$ cat src/rtl/mac_pkg.sv
// rtl/mac_pkg.sv - shared types, widths and saturating add for the MAC sequencer
package mac_pkg;

    localparam int OP_W   = 2;
    localparam int PROD_W = 4;

    typedef enum logic [1:0] {
        IDLE  = 2'd0,
        RUN   = 2'd1,
        DRAIN = 2'd2,
        DONE  = 2'd3
    } state_t;

    // Returns {overflow, saturated sum}; the sum is clamped to 2^acc_w-1.
    function automatic logic [32:0] sat_add(input logic [31:0] acc,
                                            input logic [31:0] prod,
                                            input int unsigned acc_w);
        logic [32:0] raw;
        logic [32:0] max;
        raw = {1'b0, acc} + {1'b0, prod};
        max = (33'd1 << acc_w) - 33'd1;
        if (raw > max) begin
            return {1'b1, max[31:0]};
        end
        return {1'b0, raw[31:0]};
    endfunction

endpackage

$ cat src/rtl/mac_sat_acc.sv
// rtl/mac_sat_acc.sv - saturating product accumulator with sticky overflow flag
module mac_sat_acc
    import mac_pkg::*;
#(
    parameter int ACC_W = 10
) (
    input  logic              clk,
    input  logic              rst_n,
    input  logic              clr,
    input  logic              en,
    input  logic [PROD_W-1:0] prod,
    output logic [ACC_W-1:0]  acc,
    output logic              ovf
);

    logic [32:0] sat_r;
    logic        sat_unused;

    assign sat_r      = sat_add(32'(acc), 32'(prod), ACC_W);
    assign sat_unused = |sat_r[31:ACC_W];

    always_ff @(posedge clk or negedge rst_n) begin
        if (!rst_n) begin
            acc <= '0;
            ovf <= 1'b0;
        end else if (clr) begin
            acc <= '0;
            ovf <= 1'b0;
        end else if (en) begin
            acc <= sat_r[ACC_W-1:0];
            if (sat_r[32]) begin
                ovf <= 1'b1;
            end
        end
    end

endmodule

$ cat src/rtl/mac_seq_ctrl.sv
// rtl/mac_seq_ctrl.sv - dot-product sequencer time-sharing an external 2x2-bit multiplier
module mac_seq_ctrl
    import mac_pkg::*;
#(
    parameter int LEN_W = 6,
    parameter int ACC_W = 10
) (
    input  logic              clk,
    input  logic              rst_n,
    input  logic              start,
    input  logic [LEN_W-1:0]  len,
    output logic              busy,
    input  logic              in_valid,
    output logic              in_ready,
    input  logic [OP_W-1:0]   in_x,
    input  logic [OP_W-1:0]   in_w,
    output logic [OP_W-1:0]   mult_x,
    output logic [OP_W-1:0]   mult_w,
    input  logic [PROD_W-1:0] mult_y,
    output logic              res_valid,
    input  logic              res_ready,
    output logic [ACC_W-1:0]  res_data,
    output logic              res_ovf
);

    state_t           state;
    state_t           state_nxt;
    logic [LEN_W-1:0] len_q;
    logic [LEN_W-1:0] count;
    logic             pv;
    logic             job_start;
    logic             accept;
    logic             last;
    logic [ACC_W-1:0] acc;
    logic             ovf;

    assign job_start = (state == IDLE) && start;
    assign accept    = in_ready && in_valid;
    assign last      = (count == len_q - LEN_W'(1));

    always_ff @(posedge clk or negedge rst_n) begin
        if (!rst_n) begin
            state <= IDLE;
        end else begin
            state <= state_nxt;
        end
    end

    always_comb begin
        state_nxt = state;
        case (state)
            IDLE:    if (start) state_nxt = (len != '0) ? RUN : DONE;
            RUN:     if (accept && last) state_nxt = DRAIN;
            DRAIN:   state_nxt = DONE;
            DONE:    if (res_ready) state_nxt = IDLE;
            default: state_nxt = IDLE;
        endcase
    end

    always_comb begin
        busy      = 1'b0;
        in_ready  = 1'b0;
        res_valid = 1'b0;
        case (state)
            RUN: begin
                busy     = 1'b1;
                in_ready = 1'b1;
            end
            DRAIN: busy = 1'b1;
            DONE: begin
                busy      = 1'b1;
                res_valid = 1'b1;
            end
            default: ;
        endcase
    end

    // Operand stage: the multiplier result for an accepted pair is summed the cycle after.
    always_ff @(posedge clk or negedge rst_n) begin
        if (!rst_n) begin
            len_q  <= '0;
            count  <= '0;
            mult_x <= '0;
            mult_w <= '0;
            pv     <= 1'b0;
        end else begin
            pv <= accept;
            if (job_start) begin
                len_q <= len;
                count <= '0;
            end
            if (accept) begin
                mult_x <= in_x;
                mult_w <= in_w;
                count  <= count + LEN_W'(1);
            end
        end
    end

    mac_sat_acc #(
        .ACC_W (ACC_W)
    ) u_acc (
        .clk   (clk),
        .rst_n (rst_n),
        .clr   (job_start),
        .en    (pv),
        .prod  (mult_y),
        .acc   (acc),
        .ovf   (ovf)
    );

    assign res_data = acc;
    assign res_ovf  = ovf;

endmodule

$ cat config.mk
export PLATFORM = sky130hd
export DESIGN_NAME = mac_seq_ctrl
export DESIGN_NICKNAME = d
export VERILOG_FILES = /design/src/rtl/mac_pkg.sv /design/src/rtl/mac_sat_acc.sv /design/src/rtl/mac_seq_ctrl.sv
export SDC_FILE = /design/constraint.sdc
export NUM_CORES = 1
export LEC_CHECK = 0
export BUFFER_PORTS_ARGS = -buffer_cell sky130_fd_sc_hd__buf_2
export CORE_MARGIN = 4
export CORE_UTILIZATION = 42
export CTS_BUF_LIST = sky130_fd_sc_hd__clkbuf_8
export DETAILED_ROUTE_END_ITERATION = 8
export PLACE_DENSITY = 0.68
export REMOVE_ABC_BUFFERS = 1
export SYNTH_ARGS = -nofsm -noshare
export SYNTH_HDL_FRONTEND = slang
export SYNTH_SLANG_ARGS = --single-unit
$ cat constraint.sdc
create_clock -name clk -period 2.4 [get_ports clk]
set_input_delay 0.12 -clock clk [delete_from_list [all_inputs] [get_ports clk]]
set_output_delay 0.12 -clock clk [all_outputs]
set_load 0.02 [all_outputs]
==> results of run 1 <==
-- placed cells by master (no fill, tap or decap), types with 2 or more instances in the layout --
cell type / count
a21oi_1: 4
and3_1: 3
and4_1: 2
buf_2: 36
clkbuf_8: 5
dfrtp_1: 30
ha_1: 11
inv_1: 15
mux2_2: 4
mux2i_1: 7
nand2_1: 25
nand3_1: 4
nand4_1: 4
nor2_1: 6
nor3_1: 7
o211ai_1: 2
o21ai_0: 18
xnor2_1: 7
xor2_1: 4
-- state kept, by name (all words and copies together) (netlist names) --
signal / flops
u_acc.acc: 10
count: 6
len_q: 6
mult_w: 2
mult_x: 2
state: 2
pv: 1
u_acc.ovf: 1
-- worst max-delay path: cells and delay by family (launching register included) --
kind / cells / cell delay, ns
buffers and inverters: 1 / 0.05
adder cells (fa/ha/maj): 2 / 0.58
AO/OA/AOI/OAI: 3 / 0.55
flip-flops: 1 / 0.37
AND/OR/NAND/NOR: 2 / 0.42
-- metrics by stage --
| step | instances | utilization [%] | hold WS (ns) | setup slack, ns |
|---|---|---|---|---|
| after floorplan | 171 | - | -0.176 | 0.344 |
| after global placement | 256 | 51.0 | 0.198 | 0.359 |
| after detailed placement | 256 | 51.0 | 0.189 | 0.247 |
| after CTS | 264 | 53.3 | 0.0487 | 0.231 |
| after global routing | 264 | 53.4 | 0.0586 | 0.0212 |
| final | 264 | 53.4 | 0.0526 | 0.348 |
-- final cells by class --
| class | instances | area share [%] |
|---|---|---|
| well taps | 48 | 2.96 |
| repair buffers | 38 | 9.75 |
| inverters | 13 | 2.41 |
| clock buffers | 5 | 3.39 |
| flip-flops and latches | 30 | 37.0 |
| clock inverters | 2 | 0.370 |
| multi-input cells | 128 | 44.1 |
-- report_power, final --
group	switching (µW)	leakage, µW	internal, µW	total, µW
Clock	160	0.0000466	190	351
Combinational	570	0.000555	439	1010
Sequential	162	0.000391	664	826
Total	893	0.000992	1290	2190
-- layer usage --
| metal | up-vias | GRT usage, % | share of wire [%] |
|---|---|---|---|
| li1 | 693 | - | - |
| met1 | 629 | 19.6 | 47 |
| met2 | 37 | 22.4 | 46 |
| met3 | 4 | 4.21 | 6.3 |
| met4 | 0 | 4.59 | 0.49 |
| met5 | - | 0 | 0 |
-- path summary, 6_finish.rpt --
path	endpoint	slack, ns	cells past startpoint
worst max-delay path	u_acc.acc[1]	0.35	8
worst min-delay path	len_q[3]	0.05	3
worst max register to register	u_acc.acc[1]	0.35	8
worst min register to register	len_q[5]	0.49	2
max in group asynchronous	state[0]	1.54	2
min in group asynchronous	count[5]	0.43	2
-- cell families after synthesis --
kind of cell             Yosys count  share of synthesized area [%]
flip-flops                        30                           44.0
AND/OR/NAND/NOR                   58                           17.5
buffers and inverters             17                           3.81
adder cells (fa/ha/maj)           12                           9.24
multiplexers                      11                           6.74
AO/OA/AOI/OAI                     36                           13.1
XOR/XNOR                          11                           5.65
-- repair_timing --
action	4_1_cts	5_1_grt
hold buffers	1	0
endpoints found under the setup margin	0	7
hold endpoints to repair	30	0
resized for setup	0	1
==> reports/metrics.yaml, run 1 <==
status: "complete, no violations"
dpl-instance-area_um2: 1940
rows: 22
io_pins: 37
gp_congestion: 0.755
multi_input_area_um2: 895
vias_per_cell: 5.16
maxCapViolations: 0
dieArea_um2: 5150
grt.total_usage_pct: 14.5
synth_largest_area_cell: "dfrtp_1"
setup_viol: 0
clock-skew-final_ns: 0.00215
seq_area_frac_synth_pct: 44.0
maxSlewHeadroom_pct: 56.2
grt_max_degree: 31
endpoint_kind: "flop"
r2r-start: "u_acc.acc[0]"
yosysWarningCount: 0
synth_top_area_share_pct: 44.0
final.setup.tns_ns: 0
path_common_cell: "o21ai_0"
post_cts_buffers: 0
htreeDepth: 2
antenna_found_initial: 0
rsz0062_at_grt: "no"
path_cells: "ha_1, inv_1, fa_1, nor2b_1, o21ai_0, a21oi_2, nand4_1, o21ai_0"
power.density_nw_per_um2: 1080
clk_pin_slew_worst_paths_ns: 0.06
critical_path_class: "reg2reg"
slew_viol_final: 0
synth_cell_types: 38
hold_class: "in2reg"
critical_path.startpoint_type: "flop"
n_antenna_cell: 0
ys_ff_latch: 30
finalCritPeriodShare_pct: 85.5
synthFlopType: "dfrtp_1"
slowest_stage: "fa_1"
synth-edff-count: 0
numPortBuffers: 36
cpPeakStageDelay_ns: 0.41
core_area_um2: 3800
routedWlPerCell_um: 13.0
synth.area.top_cells: "dfrtp_1 44%, ha_1 8.1%, nand2_1 5.5%"
fin_total_pwr_uw: 2190
final_cell_area_um2: 2030
grt_pass1_vias: 1331
cts_tree: "done"
avgSynthCellArea_um2: 9.75
yosysMostFrequentCell: "dfrtp_1"
cts_buffers: 5
drive_gt1_share_pct: 22.7
routed-via-count: 1363
critPathLaunch: "u_acc.acc[0]"
synthTopCellsByCount: "30 x dfrtp_1, 25 x nand2_1, 18 x o21ai_0, 13 x inv_1, 11 x ha_1"
area_delta_synth_final_pct: 18.8
grt_overflow: 0
crit_required_ns: 2.59
wl_um: 3450
hp-start: "len[3]"
regArea_um2: 751
hold_viol: 0
die_x_um: 71.7
critPathMaxFanout: 7
syn_inst: 175
period_needed_ns: 2.05
dr.pass1.iters: 4
route.detailed.drc: 0
clockRootBuffer: "clkbuf_8"
clockBufferDepth: 2
cts_sinks: 30
fill_cells: 360
start_util_pct: 44.9
final_antenna_net_count: 0
fmax_mhz: 487
dieHeight_um: 71.7
critPathArrivalTime_ns: 2.24
nNetsFinal: 247
dp.final_hpwl_um: 2600
worst_slew_pin_slew_ns: 0.657
grt_pass1_wl_um: 5990
ir_drop_mv: 0.564
synthArstFlopShare_pct: 100
p_leak_uw: 0.000992
first_iter_violations: 51
clk-insertion-delay-late_ns: 0.27
syn_area_um2: 1710
Power figures use the tool's default switching activity.
==> run 2, diff against run 1 <==
==> constraint.sdc (replaced) <==
create_clock -name clk -period 2.4 [get_ports clk]
set_input_delay 0.36 -clock clk [delete_from_list [all_inputs] [get_ports clk]]
set_output_delay 0.36 -clock clk [all_outputs]
set_load 0.02 [all_outputs]
==> reports/metrics.yaml, run 2 (same netlist as run 1, synthesis figures left out) <==
critPathMaxFanout: 7  # unchanged
dpl-instance-area_um2: 1940  # unchanged
crit_required_ns: 2.60  # about the same
hold_class: "in2async"
largest_reg_flops: 10  # unchanged
critical_path_class: "reg2reg"
maxCapViolations: 0  # unchanged
final_util_pct: 53.5  # +0.13 points
drive_gt1_share_pct: 23.6  # +0.93 points
first_iter_violations: 66  # +29%
n_antenna_cell: 0  # unchanged
use_met2_pct: 22.8  # +0.31 points
dieHeight_um: 71.7  # unchanged
cts_buffers: 5  # unchanged
grt_overflow: 0  # unchanged
routed-via-count: 1393  # +2.2%
fmax_mhz: 500  # +2.6%
fill_cells: 359  # -0.28%
grt_pass1_wl_um: 5950  # -0.70%
rsz0062_at_grt: "no"
routedWlPerCell_um: 12.8  # -2.2%
dr.pass1.iters: 4  # unchanged
post_cts_resized: 0  # unchanged
numPortBuffers: 36  # unchanged
period_needed_ns: 2.00  # -0.0517 ns
antenna_found_initial: 0  # unchanged
path_buf_inv: 1  # unchanged
regArea_um2: 751  # unchanged
io_pins: 37  # unchanged
status: "complete, no violations"
cts_hold_buf: 0  # -1
cts_sinks: 30  # unchanged
clockRootBuffer: "clkbuf_8"
dieArea_um2: 5150  # unchanged
finalCritPeriodShare_pct: 83.3  # -2.2 points
route.detailed.drc: 0  # unchanged
hold_slack_ns: 0.107  # +0.0547 ns
top_regs: "u_acc.acc x10, count x6, len_q x6"
grt_util_met3_pct: 3.79  # -0.42 points
grt_pass1_vias: 1342  # +0.83%
start_util_pct: 44.9  # unchanged
dp.final_hpwl_um: 2560  # -1.4%
final_cell_mix: "36 x buf_2, 30 x dfrtp_1, 25 x nand2_1"
slowest_stage: "dfrtp_1"
clockBufferDepth: 2  # unchanged
final_antenna_net_count: 0  # unchanged
power.density_nw_per_um2: 1100  # +2.3%
wl_um: 3370  # -2.2%
cts_tree: "done"
htreeDepth: 2  # unchanged
die_x_um: 71.7  # unchanged
critical_path.startpoint_type: "flop"
critPathArrivalTime_ns: 2.20  # -0.04 ns
vias_per_cell: 5.28  # +2.2%
grt.total_usage_pct: 14.4  # -0.14 points
path_cells: "inv_1, ha_1, nand2_1, nor3_1, o211ai_1, a221oi_2, mux2i_1"
grt_max_degree: 31  # unchanged
setup_viol: 0  # unchanged
nNetsFinal: 246  # -0.40%
area_delta_synth_final_pct: 19.1
clock-skew-final_ns: 0.00541  # +0.00325 ns
met1_usage_pct: 19.5  # -0.070 points
maxSlewHeadroom_pct: 56.0  # -0.17 points
core_area_um2: 3800  # unchanged
hold_viol: 0  # unchanged
worst_slew_pin_slew_ns: 0.659  # +0.00251 ns
cpPeakStageDelay_ns: 0.40  # about the same
endpoint_kind: "flop"
final.setup.tns_ns: 0  # unchanged
top_usage_layer: "met2"
rows: 22  # unchanged
p_leak_uw: 0.000994  # +0.16%
crit_family: "compound AO/OA/AOI/OAI gates"
clk-insertion-delay-late_ns: 0.28  # about the same
layout_commonest_cell: "buf_2"
post_cts_buffers: 0  # unchanged
clk_pin_slew_worst_paths_ns: 0.06  # about the same
slew_viol_final: 0  # unchanged
final_cell_area_um2: 2030  # +0.25%
ir_drop_mv: 0.490  # -13%
gp_congestion: 0.801  # +6.0%
multi_input_area_um2: 895  # unchanged
largest_register: "u_acc.acc"
## run 2: cell type report
cell class	instances	area share [%]
Tap cell	48	2.95
Clock inverter	2	0.431
Timing Repair Buffer	37	9.23
Multi-Input combinational cell	128	44.0
Sequential cell	30	36.9
Clock buffer	6	4.06
Inverter	13	2.40
## run 2: where the power goes
part / internal, µW / total, µW / leakage (µW) / switching, µW
sequential: 664 / 825 / 0.000391 / 161
clock: 226 / 406 / 0.0000524 / 180
combinational: 437 / 1010 / 0.000551 / 573
total: 1330 / 2240 / 0.000994 / 913
## run 2: metal layers
metal / vias up / wire, µm
met3: 7 / 209
met2: 43 / 1480
met4: 0 / 45
li1: 697 / -
met1: 646 / 1630
met5: - / 0
## run 2: per-stage QoR
step                      std cells  setup WS [ns]  power (µW)
final                           264          0.400        2240
after global routing            264         0.0936        2450
after CTS                       264          0.321        2270
after detailed placement        256          0.255        1850
after global placement          256          0.275        1830
after floorplan                 171          0.344        1570
## run 2: worst paths after layout
kind	startpoint	end	slack, ns	depth (start not counted)
setup / recovery	state[1]	state[0]	0.40	7
setup reg to reg	state[1]	state[0]	0.40	7
hold reg to reg	u_acc.ovf	u_acc.ovf	0.50	2
hold / removal	rst_n	len_q[5]	0.11	1
min in group clk	len[4]	len_q[4]	0.28	3
max in group asynchronous	rst_n	pv	1.86	1
==> run 3, diff against run 2 <==
==> constraint.sdc (replaced) <==
create_clock -name clk -period 1.9 [get_ports clk]
set_input_delay 0.285 -clock clk [delete_from_list [all_inputs] [get_ports clk]]
set_output_delay 0.285 -clock clk [all_outputs]
set_load 0.02 [all_outputs]
==> reports/metrics.yaml, run 3 (same netlist as run 1, synthesis figures left out) <==
status: "complete, no violations"
top_regs: "u_acc.acc x10, count x6, len_q x6"
fill_cells: 358  # -0.28%
final_cell_mix: "36 x buf_2, 30 x dfrtp_1, 24 x nand2_1"
numPortBuffers: 36  # unchanged
rsz0062_at_grt: "yes"
critical_path_class: "reg2reg"
clk-insertion-delay-late_ns: 0.28  # about the same
htreeDepth: 2  # unchanged
ff2ff_setup_slack_ns: 0.04  # -0.36 ns
worst_slew_pin_slew_ns: 0.647  # -0.0119 ns
routedWlPerCell_um: 13.0  # +1.8%
largest_register: "u_acc.acc"
p_seq_share_pct: 34.3  # -2.5 points
clockRootBuffer: "clkbuf_8"
nNetsFinal: 257  # +4.5%
gp_congestion: 0.739  # -7.7%
slew_viol_final: 0  # unchanged
grt_overflow: 0  # unchanged
period_needed_ns: 1.86  # -0.140 ns
drive_gt1_share_pct: 32.7  # +9.1 points
largest_reg_flops: 10  # unchanged
endpoint_kind: "flop"
critPathArrivalTime_ns: 2.06  # -0.14 ns
grt_pass1_vias: 1397  # +4.1%
multi_input_area_um2: 942  # +5.3%
combPwrFrac_pct: 50.3  # +5.2 points
grt_pass1_wl_um: 6210  # +4.4%
n_antenna_cell: 0  # unchanged
die_x_um: 71.7  # unchanged
maxCapViolations: 0  # unchanged
vias_per_cell: 5.18  # -1.9%
grt.total_usage_pct: 15.1  # +0.71 points
cpPeakStageDelay_ns: 0.35  # -0.05 ns
fin_total_pwr_uw: 3020  # +35%
cts_buffers: 5  # unchanged
dr.pass1.iters: 4  # unchanged
dieHeight_um: 71.7  # unchanged
routed-via-count: 1418  # +1.8%
hold_class: "in2async"
io_pins: 37  # unchanged
crit_family: "adder cells"
grt_util_met3_pct: 3.23  # -0.56 points
use_met2_pct: 23.9  # +1.1 points
cts_sinks: 30  # unchanged
maxSlewHeadroom_pct: 56.8  # +0.79 points
rows: 22  # unchanged
dieArea_um2: 5150  # unchanged
top_usage_layer: "met2"
path_common_cell: "o21ai_1"
finalCritPeriodShare_pct: 97.9  # +15 points
met1_usage_pct: 20.2  # +0.73 points
antenna_found_initial: 0  # unchanged
grt_max_degree: 31  # unchanged
clk_pin_slew_worst_paths_ns: 0.06  # about the same
cts_tree: "done"
r2r_cells: 9  # +2
wl_um: 3560  # +5.6%
critical_path.startpoint_type: "flop"
p_int_uw: 1790  # +35%
clock-skew-final_ns: 0.00510  # -0.000306 ns
setup_viol: 0  # unchanged
regArea_um2: 751  # unchanged
final.setup.tns_ns: 0  # unchanged
pwr-share-clk_pct: 15.4  # -2.7 points
switchingPower_uw: 1220  # +34%
p_leak_uw: 0.00104  # +5.0%
power.density_nw_per_um2: 1400  # +27%
core_area_um2: 3800  # unchanged
path_depth: 9  # +2
crit_required_ns: 2.10  # -0.50 ns
layout_commonest_cell: "buf_2"
cts_hold_buf: 0  # unchanged
path_cells: "ha_2, inv_2, fa_2, nor2b_1, o21ai_1, a21oi_1, buf_4, nand4_1, o21ai_1"
critPathMaxFanout: 7  # unchanged
clockBufferDepth: 2  # unchanged
area_delta_synth_final_pct: 26.0
first_iter_violations: 81  # +23%
path_buf_inv: 2  # +1
p_sw_share_pct: 40.6  # -0.17 points
ir_drop_mv: 0.738  # +51%
fmax_mhz: 538  # +7.6%
dp.final_hpwl_um: 2770  # +8.2%
slowest_stage: "dfrtp_1"
route.detailed.drc: 0  # unchanged
start_util_pct: 44.9  # unchanged
final_antenna_net_count: 0  # unchanged
hold_viol: 0  # unchanged
-- run 3: cell count changes in the layout (fill, tap and decap cells not counted), sizes merged --
cell	change
inv	-1
buf	+11
clkbuf	-1
clkinv	+1
-- run 3: power by group through the flow --
stage | clock, µW | combinational [µW] | sequential [µW]
2_1_floorplan | 0 | 867 | 1120
3_3_place_gp | 0 | 1380 | 1020
3_5_place_dp | 0 | 1400 | 1030
4_1_cts | 485 | 1420 | 1020
5_1_grt | 513 | 1720 | 1060
6_report | 464 | 1520 | 1030
-- run 3: layout make-up --
type / count / area share, %
well taps: 48 / 2.79
clock buffers: 5 / 3.20
multi-input cells: 128 / 43.8
clock inverters: 2 / 0.465
flip-flops and latches: 30 / 34.9
repair buffers: 48 / 12.6
inverters: 13 / 2.27
-- run 3: timing repair --
item / 4_1_cts / 5_1_grt
pin swaps: 0 / 4
endpoints found under the setup margin: 8 / 12
setup buffers: 0 / 2
gates resized for setup: 1 / 16
endpoints found under the hold margin: 0 / 0
-- run 3: worst paths after layout --
| check | from | endpoint |
|---|---|---|
| max reg2reg | u_acc.acc[0] | u_acc.acc[7] |
| min in group clk | len[3] | len_q[3] |
| max | u_acc.acc[0] | u_acc.acc[7] |
| max in group asynchronous | rst_n | state[0] |
| min reg2reg | len_q[5] | len_q[5] |
| min | rst_n | count[5] |
-- run 3: per-layer routing --
metal  wire length (µm)  vias to the layer above
met2               1680                       34
li1                   -                      715
met1               1630                      664
met3                204                        5
met4                 44                        0
met5                  0                        -
-- run 3: metrics by stage --
stage	utilization (%)	hold WS (ns)	area [µm²]	cells	worst slack [ns]
floorplan	-	-0.0106	1690	171	-0.156
detailed placement	52.8	0.355	2010	265	-0.0820
global placement	52.8	0.356	2010	265	-0.0355
CTS	54.9	0.0530	2090	272	0.00500
global route	56.6	0.0820	2150	274	-0.0978
finish	56.6	0.0297	2150	274	0.0403
